[src/rtl/uart_pkg.sv]
// Shared UART definitions: state encoding, default bit period, parity helper.
// Used by the RX front end and the TX/command FSM.
package uart_pkg;

  localparam logic [2:0] ST_IDLE   = 3'd0;
  localparam logic [2:0] ST_START  = 3'd1;
  localparam logic [2:0] ST_DATA   = 3'd2;
  localparam logic [2:0] ST_PARITY = 3'd3;
  localparam logic [2:0] ST_STOP   = 3'd4;

  typedef enum logic [2:0] {
    IDLE   = ST_IDLE,
    START  = ST_START,
    DATA   = ST_DATA,
    PARITY = ST_PARITY,
    STOP   = ST_STOP
  } rx_state_e;

  // 50 MHz / 115200 baud
  localparam int UART_BR = 434;

  function automatic logic even_par(input logic [63:0] d);
    return ^d;
  endfunction

endpackage

[src/rtl/uart_rx_sync.sv]
// Two-flop synchronizer for the rx pin plus a delay flop for
// falling-edge detection; all flops reset to the idle (high) level.
module uart_rx_sync (
  input  logic clk,
  input  logic rst,
  input  logic rx,
  output logic rx_s,
  output logic fall
);

  logic s1;
  logic rx_d;

  always_ff @(posedge clk) begin
    if (rst) begin
      s1   <= 1'b1;
      rx_s <= 1'b1;
      rx_d <= 1'b1;
    end else begin
      s1   <= rx;
      rx_s <= s1;
      rx_d <= rx_s;
    end
  end

  assign fall = rx_d & ~rx_s;

endmodule

[src/rtl/uart_rx.sv]
// UART receiver: mid-bit sampling, stop/parity checks, valid/ready output.
// Even parity bit is present only when UART_RX_PARITY_EN is defined.
module uart_rx
  import uart_pkg::*;
#(
  parameter int BR         = UART_BR,
  parameter int DATA_WIDTH = 8
) (
  input  logic                  clk,
  input  logic                  rst,
  input  logic                  rx,
  output logic [DATA_WIDTH-1:0] rx_data,
  output logic                  rx_vld,
  input  logic                  rx_rdy,
  output logic                  parity_err,
  output logic                  frame_err,
  output logic                  overrun
);

  localparam int BW = $clog2(BR);
  localparam int CW = $clog2(DATA_WIDTH);

  localparam logic [BW-1:0] HALF = BW'(BR / 2 - 1);
  localparam logic [BW-1:0] FULL = BW'(BR - 1);
  localparam logic [CW-1:0] LAST = CW'(DATA_WIDTH - 1);

`ifdef UART_RX_PARITY_EN
  localparam rx_state_e AFTER_DATA = PARITY;
`else
  localparam rx_state_e AFTER_DATA = STOP;
`endif

  rx_state_e state;
  rx_state_e state_n;

  logic [BW-1:0]         br_cnt;
  logic [CW-1:0]         bit_cnt;
  logic [DATA_WIDTH-1:0] shift;

  logic rx_s;
  logic fall;
  logic br_clr;
  logic shift_en;
  logic par_ld;
  logic done;
  logic load;

  uart_rx_sync u_sync (
    .clk  (clk),
    .rst  (rst),
    .rx   (rx),
    .rx_s (rx_s),
    .fall (fall)
  );

  always_ff @(posedge clk) begin
    if (rst) state <= IDLE;
    else     state <= state_n;
  end

  always_comb begin
    state_n  = state;
    br_clr   = 1'b0;
    shift_en = 1'b0;
    par_ld   = 1'b0;
    done     = 1'b0;
    unique case (state)
      IDLE: begin
        if (fall) begin
          br_clr  = 1'b1;
          state_n = START;
        end
      end
      START: begin
        // a line that is high again at mid-start was a glitch
        if (br_cnt == HALF) begin
          br_clr  = 1'b1;
          state_n = rx_s ? IDLE : DATA;
        end
      end
      DATA: begin
        if (br_cnt == FULL) begin
          shift_en = 1'b1;
          br_clr   = 1'b1;
          if (bit_cnt == LAST) state_n = AFTER_DATA;
        end
      end
`ifdef UART_RX_PARITY_EN
      PARITY: begin
        if (br_cnt == FULL) begin
          par_ld  = 1'b1;
          br_clr  = 1'b1;
          state_n = STOP;
        end
      end
`endif
      STOP: begin
        if (br_cnt == FULL) begin
          done    = 1'b1;
          br_clr  = 1'b1;
          state_n = IDLE;
        end
      end
      default: state_n = IDLE;
    endcase
  end

  assign load = done && (!rx_vld || rx_rdy);

  always_ff @(posedge clk) begin
    if (rst) begin
      br_cnt  <= '0;
      bit_cnt <= '0;
      shift   <= '0;
    end else begin
      if (br_clr || state == IDLE) br_cnt <= '0;
      else                         br_cnt <= br_cnt + 1'b1;
      if (state == IDLE)  bit_cnt <= '0;
      else if (shift_en)  bit_cnt <= bit_cnt + 1'b1;
      // LSB arrives first, so shifting in at the top lands it at bit 0
      if (shift_en) shift <= {rx_s, shift[DATA_WIDTH-1:1]};
    end
  end

  always_ff @(posedge clk) begin
    if (rst) begin
      rx_data   <= '0;
      rx_vld    <= 1'b0;
      frame_err <= 1'b0;
      overrun   <= 1'b0;
    end else begin
      overrun <= 1'b0;
      if (load) begin
        rx_data   <= shift;
        frame_err <= ~rx_s;
        rx_vld    <= 1'b1;
      end else if (done) begin
        overrun <= 1'b1;
      end else if (rx_rdy) begin
        rx_vld <= 1'b0;
      end
    end
  end

`ifdef UART_RX_PARITY_EN
  logic perr;

  always_ff @(posedge clk) begin
    if (rst) begin
      perr       <= 1'b0;
      parity_err <= 1'b0;
    end else begin
      if (par_ld) perr       <= rx_s ^ even_par(64'(shift));
      if (load)   parity_err <= perr;
    end
  end
`else
  assign parity_err = 1'b0;
`endif

endmodule
[config.mk]
export PLATFORM = sky130hd
export DESIGN_NAME = uart_rx
export DESIGN_NICKNAME = d
export VERILOG_FILES = /design/src/rtl/uart_pkg.sv /design/src/rtl/uart_rx_sync.sv /design/src/rtl/uart_rx.sv
export SDC_FILE = /design/constraint.sdc
export NUM_CORES = 1
export LEC_CHECK = 0
export ABC_AREA = 1
export CAP_MARGIN = 20
export CORE_ASPECT_RATIO = 0.9
export CORE_UTILIZATION = 51
export CTS_CLUSTER_DIAMETER = 30
export CTS_CLUSTER_SIZE = 30
export DETAILED_ROUTE_END_ITERATION = 16
export PLACE_DENSITY = 0.81
export SLEW_MARGIN = 5
export SYNTH_ARGS = -nofsm -noshare
export SYNTH_HDL_FRONTEND = slang
export SYNTH_SLANG_ARGS = --single-unit
[constraint.sdc]
create_clock -name clk -period 1.85 [get_ports clk]
set_input_delay 0.37 -clock clk [delete_from_list [all_inputs] [get_ports clk]]
set_output_delay 0.37 -clock clk [all_outputs]
set_load 0.005 [all_outputs]
* Word-level counts from Yosys, hierarchy flattened
Index checks and enable logic that the tools add are counted.
Storage, ports and cells: flip-flop bits (word level) 37, latch bits 0, bits in writable memories 0, memory bits (read-only) 0, input bits 4, output and inout port bits 12, word-level logic and storage cells 56, memories kept 0
Cells by class: $add $sub $neg 2, $mul 0, div/mod/pow operators 0, $lt $le $gt $ge 0, equality and inequality tests 12, shift operators 0, mux-type cells 17, bitwise operators 2, reduce and logical (&&, ||, !) cells 12
Operators with widths (number):
- $mux W3 | 5
- $pmux W3 S4 | 1
- $ne A2 B2 Y1 const B | 5
- $add A9 B1 Y9 const B | 1
- $eq A9 B8 Y1 const B | 1
- $eq A9 B9 Y1 const B | 1
- $mux W1 | 9
- $reduce_or A2 Y1 | 4
- $eq A3 B3 Y1 const B | 2
- $reduce_and A5 Y1 | 1
- $add A3 B1 Y3 const B | 1
- $eq A3 B1 Y1 const B | 1
- $eq A3 B2 Y1 const B | 1
- $logic_not A3 Y1 | 1
- $pmux W1 S3 | 1
- $logic_or A1 B1 Y1 | 2
- $mux W2 | 1
- $ne A2 B1 Y1 const B | 1
- $reduce_and A2 Y1 | 1
- $reduce_bool A2 Y1 | 1
- $and A1 B1 Y1 | 1
- $logic_and A1 B1 Y1 | 1
- $logic_not A1 Y1 | 1
- $not A1 Y1 | 1

* Depth between registers and ports, before layout
depth after elaboration 6, depth in mapped cells 9, gate-level depth less buffers 9

* Hierarchy
From an unflattened synthesis, not the netlist that was laid out.
Second synthesis, totals: cell total of the unflattened synthesis 208, area total of the unflattened synthesis 1609.0 um^2
By module, submodules not included:
- uart_rx | times used 1, cells each 196, area each 1515.2 um^2, sequential area each 680.7 um^2
- uart_rx_sync | times used 1, cells each 12, area each 93.8 um^2, sequential area each 60.1 um^2

* Worst setup path before layout
OpenSTA, ideal clock, no wires.
path type register to register, from reg br_cnt[0], to reg bit_cnt[1], library setup time 0.116 ns, data arrival time 1.188 ns, required time 1.734 ns, slack 0.545 ns, cell stages (with the launch flop) 8, clock period less this slack 1.305 ns, cell sequence dfxtp_1 > ha_1 > nand2_1 > nor2_4 > nand3_4 > buf_6 > o21ai_1 > a21oi_1
Between the ends: longest elaborated chain between the ends 3
RTL lines:
- start, declared | line uart_rx.sv:36 | logic [BW-1:0] br_cnt;
- start signal, assigned | line uart_rx.sv:117 | else br_cnt <= br_cnt + 1'b1;
- $eq A9 B9 Y1 | line uart_rx.sv:82 | if (br_cnt == FULL) begin
- $mux W1 | line uart_rx.sv:82
- $mux W1 | line uart_rx.sv:67 | unique case (state)
- end signal, assigned | line uart_rx.sv:119 | else if (shift_en) bit_cnt <= bit_cnt + 1'b1;
- end, declared | line uart_rx.sv:37 | logic [CW-1:0] bit_cnt;
No other way between the ends. A chain may end at the register's enable or synchronous reset.

* Worst setup path after layout
from reg rx_data[5], to out rx_data[5]
RTL lines:
- start, declared | line uart_rx.sv:12 | output logic [DATA_WIDTH-1:0] rx_data,
- start signal, assigned | line uart_rx.sv:134 | rx_data <= shift;
No word-level cell between the ends.

==> results_dict.tcl <==
set metrics [dict create \
    antenna_found_initial 0 \
    drive_gt1_share_pct 12.8 \
    avgSynthCellArea_um2 8.11 \
    hold_buffers 0 \
    finalMaxSlewViolations 0 \
    post-place-cells 250 \
    cp-start-kind "flip-flop" \
    setup_viol 0 \
    layout.nets 226 \
    diodes 0 \
    synth_edf_count 0 \
    async_flop_share_pct 0 \
    end_kind "output pin" \
    grt.overflow.total 0 \
    core.rowCount 18 \
    status "finished, final reports clean" \
    drv_cap 0 \
    wl_per_cell_um 10.7 \
    postCtsSetupBuffers 0 \
    cts-resized-gates 0 \
    clk_pin_slew_ps 130 \
    slowest_stage "clkdlybuf4s50_1" \
    start_util_pct 56.2 \
    place.gp.congestion 0.846 \
    port-buffer-count 14 \
    skew_ps 14.5 \
    io_pins 16 \
    htreeDepth 2 \
    ys_types 31 \
    worstSetupPathType "flip-flop to output pin" \
    vias 1248 \
    vias_per_cell 4.84 \
    antenna_left 0 \
    fin_tns_setup_ps 0 \
    finalHoldViolCount 0 \
    cp_num_buf_inv 1 \
    synthFlopType "dfxtp_1" \
    netlist_top_cells_area "dfxtp_1, inv_1, nor2_1, nand2_1, a21oi_1" \
    hpwl_mm 2.02 \
    power_leakage_nw 0.693 \
    drc 0 \
    tritoncts "built" \
    grt_pass1_wl_mm 4.91 \
    synth_seq_area_share_pct 46.1 \
    dieArea_um2 3380 \
    hold_path_class "flip-flop to flip-flop" \
    grt_start_max_net_pins 24 \
    chipWidth_um 61.2 \
    cpLargestDelayFamily "buffers and inverters" \
    synth_top_area_cell "dfxtp_1" \
    p_per_area_nw_per_um2 832 \
    fmax_mhz 625 \
    crit_arrival_ps 1230 \
    synth_fp_nets 207 \
    crit_chain "clkdlybuf4s50_1" \
    grt.total_usage_pct 20.1 \
    ys_top_cells_by_count "dfxtp_1, inv_1, nor2_1, nand2_1, a21oi_1" \
    die_h_um 55.2 \
    synth.top_cell.area_share_pct 46.1 \
    clk_latency_ps 360 \
    ir_drop_mv 0.983 \
    grt_pass1_vias 1198 \
    yosysMostFrequentCell "dfxtp_1" \
    synthCells 198 \
    fin_cells 258 \
    final_core_util_pct 65.9 \
    routed_wl_mm 2.76 \
    root_buffer "clkbuf_4" \
    drt_iter0_drc 29 \
    yosysWarnings 0 \
    path_max_fanout 2 \
    post-route-period-util_pct 86.5 \
    area_delta_synth_final_pct 17.3 \
    crit_required_ps 1480 \
    cp_slowest_stage_delay_ps 500 \
    dr.pass1.iters 4 \
    clock-sinks 37 \
    core_um2 2860 \
    clk_path_buf_depth 2 \
    rsz0062_at_grt "no" \
    period_minus_slack_ps 1600 \
    numCtsBuffers 5 \
    syn-cell-area_um2 1610 \
    ys_seq_elements 37 \
]
==> where the power goes <==
group,internal (mW),switching (mW)
Sequential,0.801,0.00333
Clock,0.425,0.293
Combinational,0.0200,0.0262
Total,1.25,0.322
==> cells in the final DEF (no fill, tap or decap) <==
| cell | instances |
|---|---|
| or2_0 | 1 |
| nand3_1 | 8 |
| dfxtp_1 | 37 |
| nor3_1 | 3 |
| a21oi_2 | 2 |
| inv_2 | 1 |
| nand4_4 | 1 |
| o21ai_2 | 2 |
| a21oi_1 | 14 |
| ha_1 | 5 |
| xnor2_1 | 1 |
| nand2_1 | 20 |
| clkbuf_4 | 5 |
| conb_1 | 1 |
| nand3_4 | 1 |
| buf_4 | 2 |
| o21ai_0 | 12 |
| o21ai_1 | 7 |
| xor2_1 | 4 |
| nand4_2 | 1 |
| nand4_1 | 3 |
| nor3_2 | 1 |
| inv_1 | 30 |
| clkinv_4 | 1 |
| clkdlybuf4s50_1 | 14 |
| nand2_2 | 1 |
| nor2_2 | 1 |
| inv_6 | 1 |
| or2_2 | 2 |
| bufinv_16 | 2 |
| nor2_4 | 2 |
| nand3_2 | 2 |
| nor2_1 | 30 |
==> area by class of cell <==
cell class | count | area [um^2]
clock buffer | 5 | 37.5
clock inverter | 3 | 68.8
fill | 269 | 976
inverter | 32 | 125
multi-input combinational | 125 | 707
sequential | 37 | 741
tap | 40 | 50.0
timing repair buffer | 16 | 155
==> layer usage <==
metal	GRT usage [%]	part of all wire, %	routed length [um]	vias up
met1	24.8	48	1330	542
met4	14.9	3.1	87	0
met5	0	0	0	-
li1	-	-	-	671
met3	4.92	4.1	112	8
met2	29.3	45	1230	27
==> final timing paths <==
path              cells past startpoint           to       start  slack [ps]
setup / recovery                      1   rx_data[5]  rx_data[5]         250
hold / removal                        1  u_sync.rx_s   u_sync.s1         430
setup reg to reg                      6    br_cnt[0]   br_cnt[0]         250
hold reg to reg                       1  u_sync.rx_s   u_sync.s1         430
==> sequential cells by signal, summed over array words and instances, names as in the netlist <==
signal       count
br_cnt           9
state            3
bit_cnt          3
u_sync.rx_s      1
u_sync.rx_d      1
rx_vld           1
overrun          1
shift            8
frame_err        1
rx_data          8
u_sync.s1        1
==> per-stage QoR <==
stage	power [mW]	setup slack [ps]	hold WS, ps	area (um^2)
global route	1.63	87.4	446	1880
CTS	1.58	224	430	1880
global placement	0.867	235	392	1780
detailed placement	0.869	200	403	1780
floorplan	0.853	545	389	1610
finish	1.57	249	426	1880
==> cells by family after synthesis <==
kind of cell / after synthesis / share of synthesized area (%)
compound gates: 37 / 12.5
xor+xnor: 5 / 2.73
fa+ha+maj: 5 / 3.89
buf+inv: 36 / 9.89
flops: 37 / 46.1
other cells: 1 / 0.233
simple gates: 77 / 24.7
(Power assumes the default switching activity.)
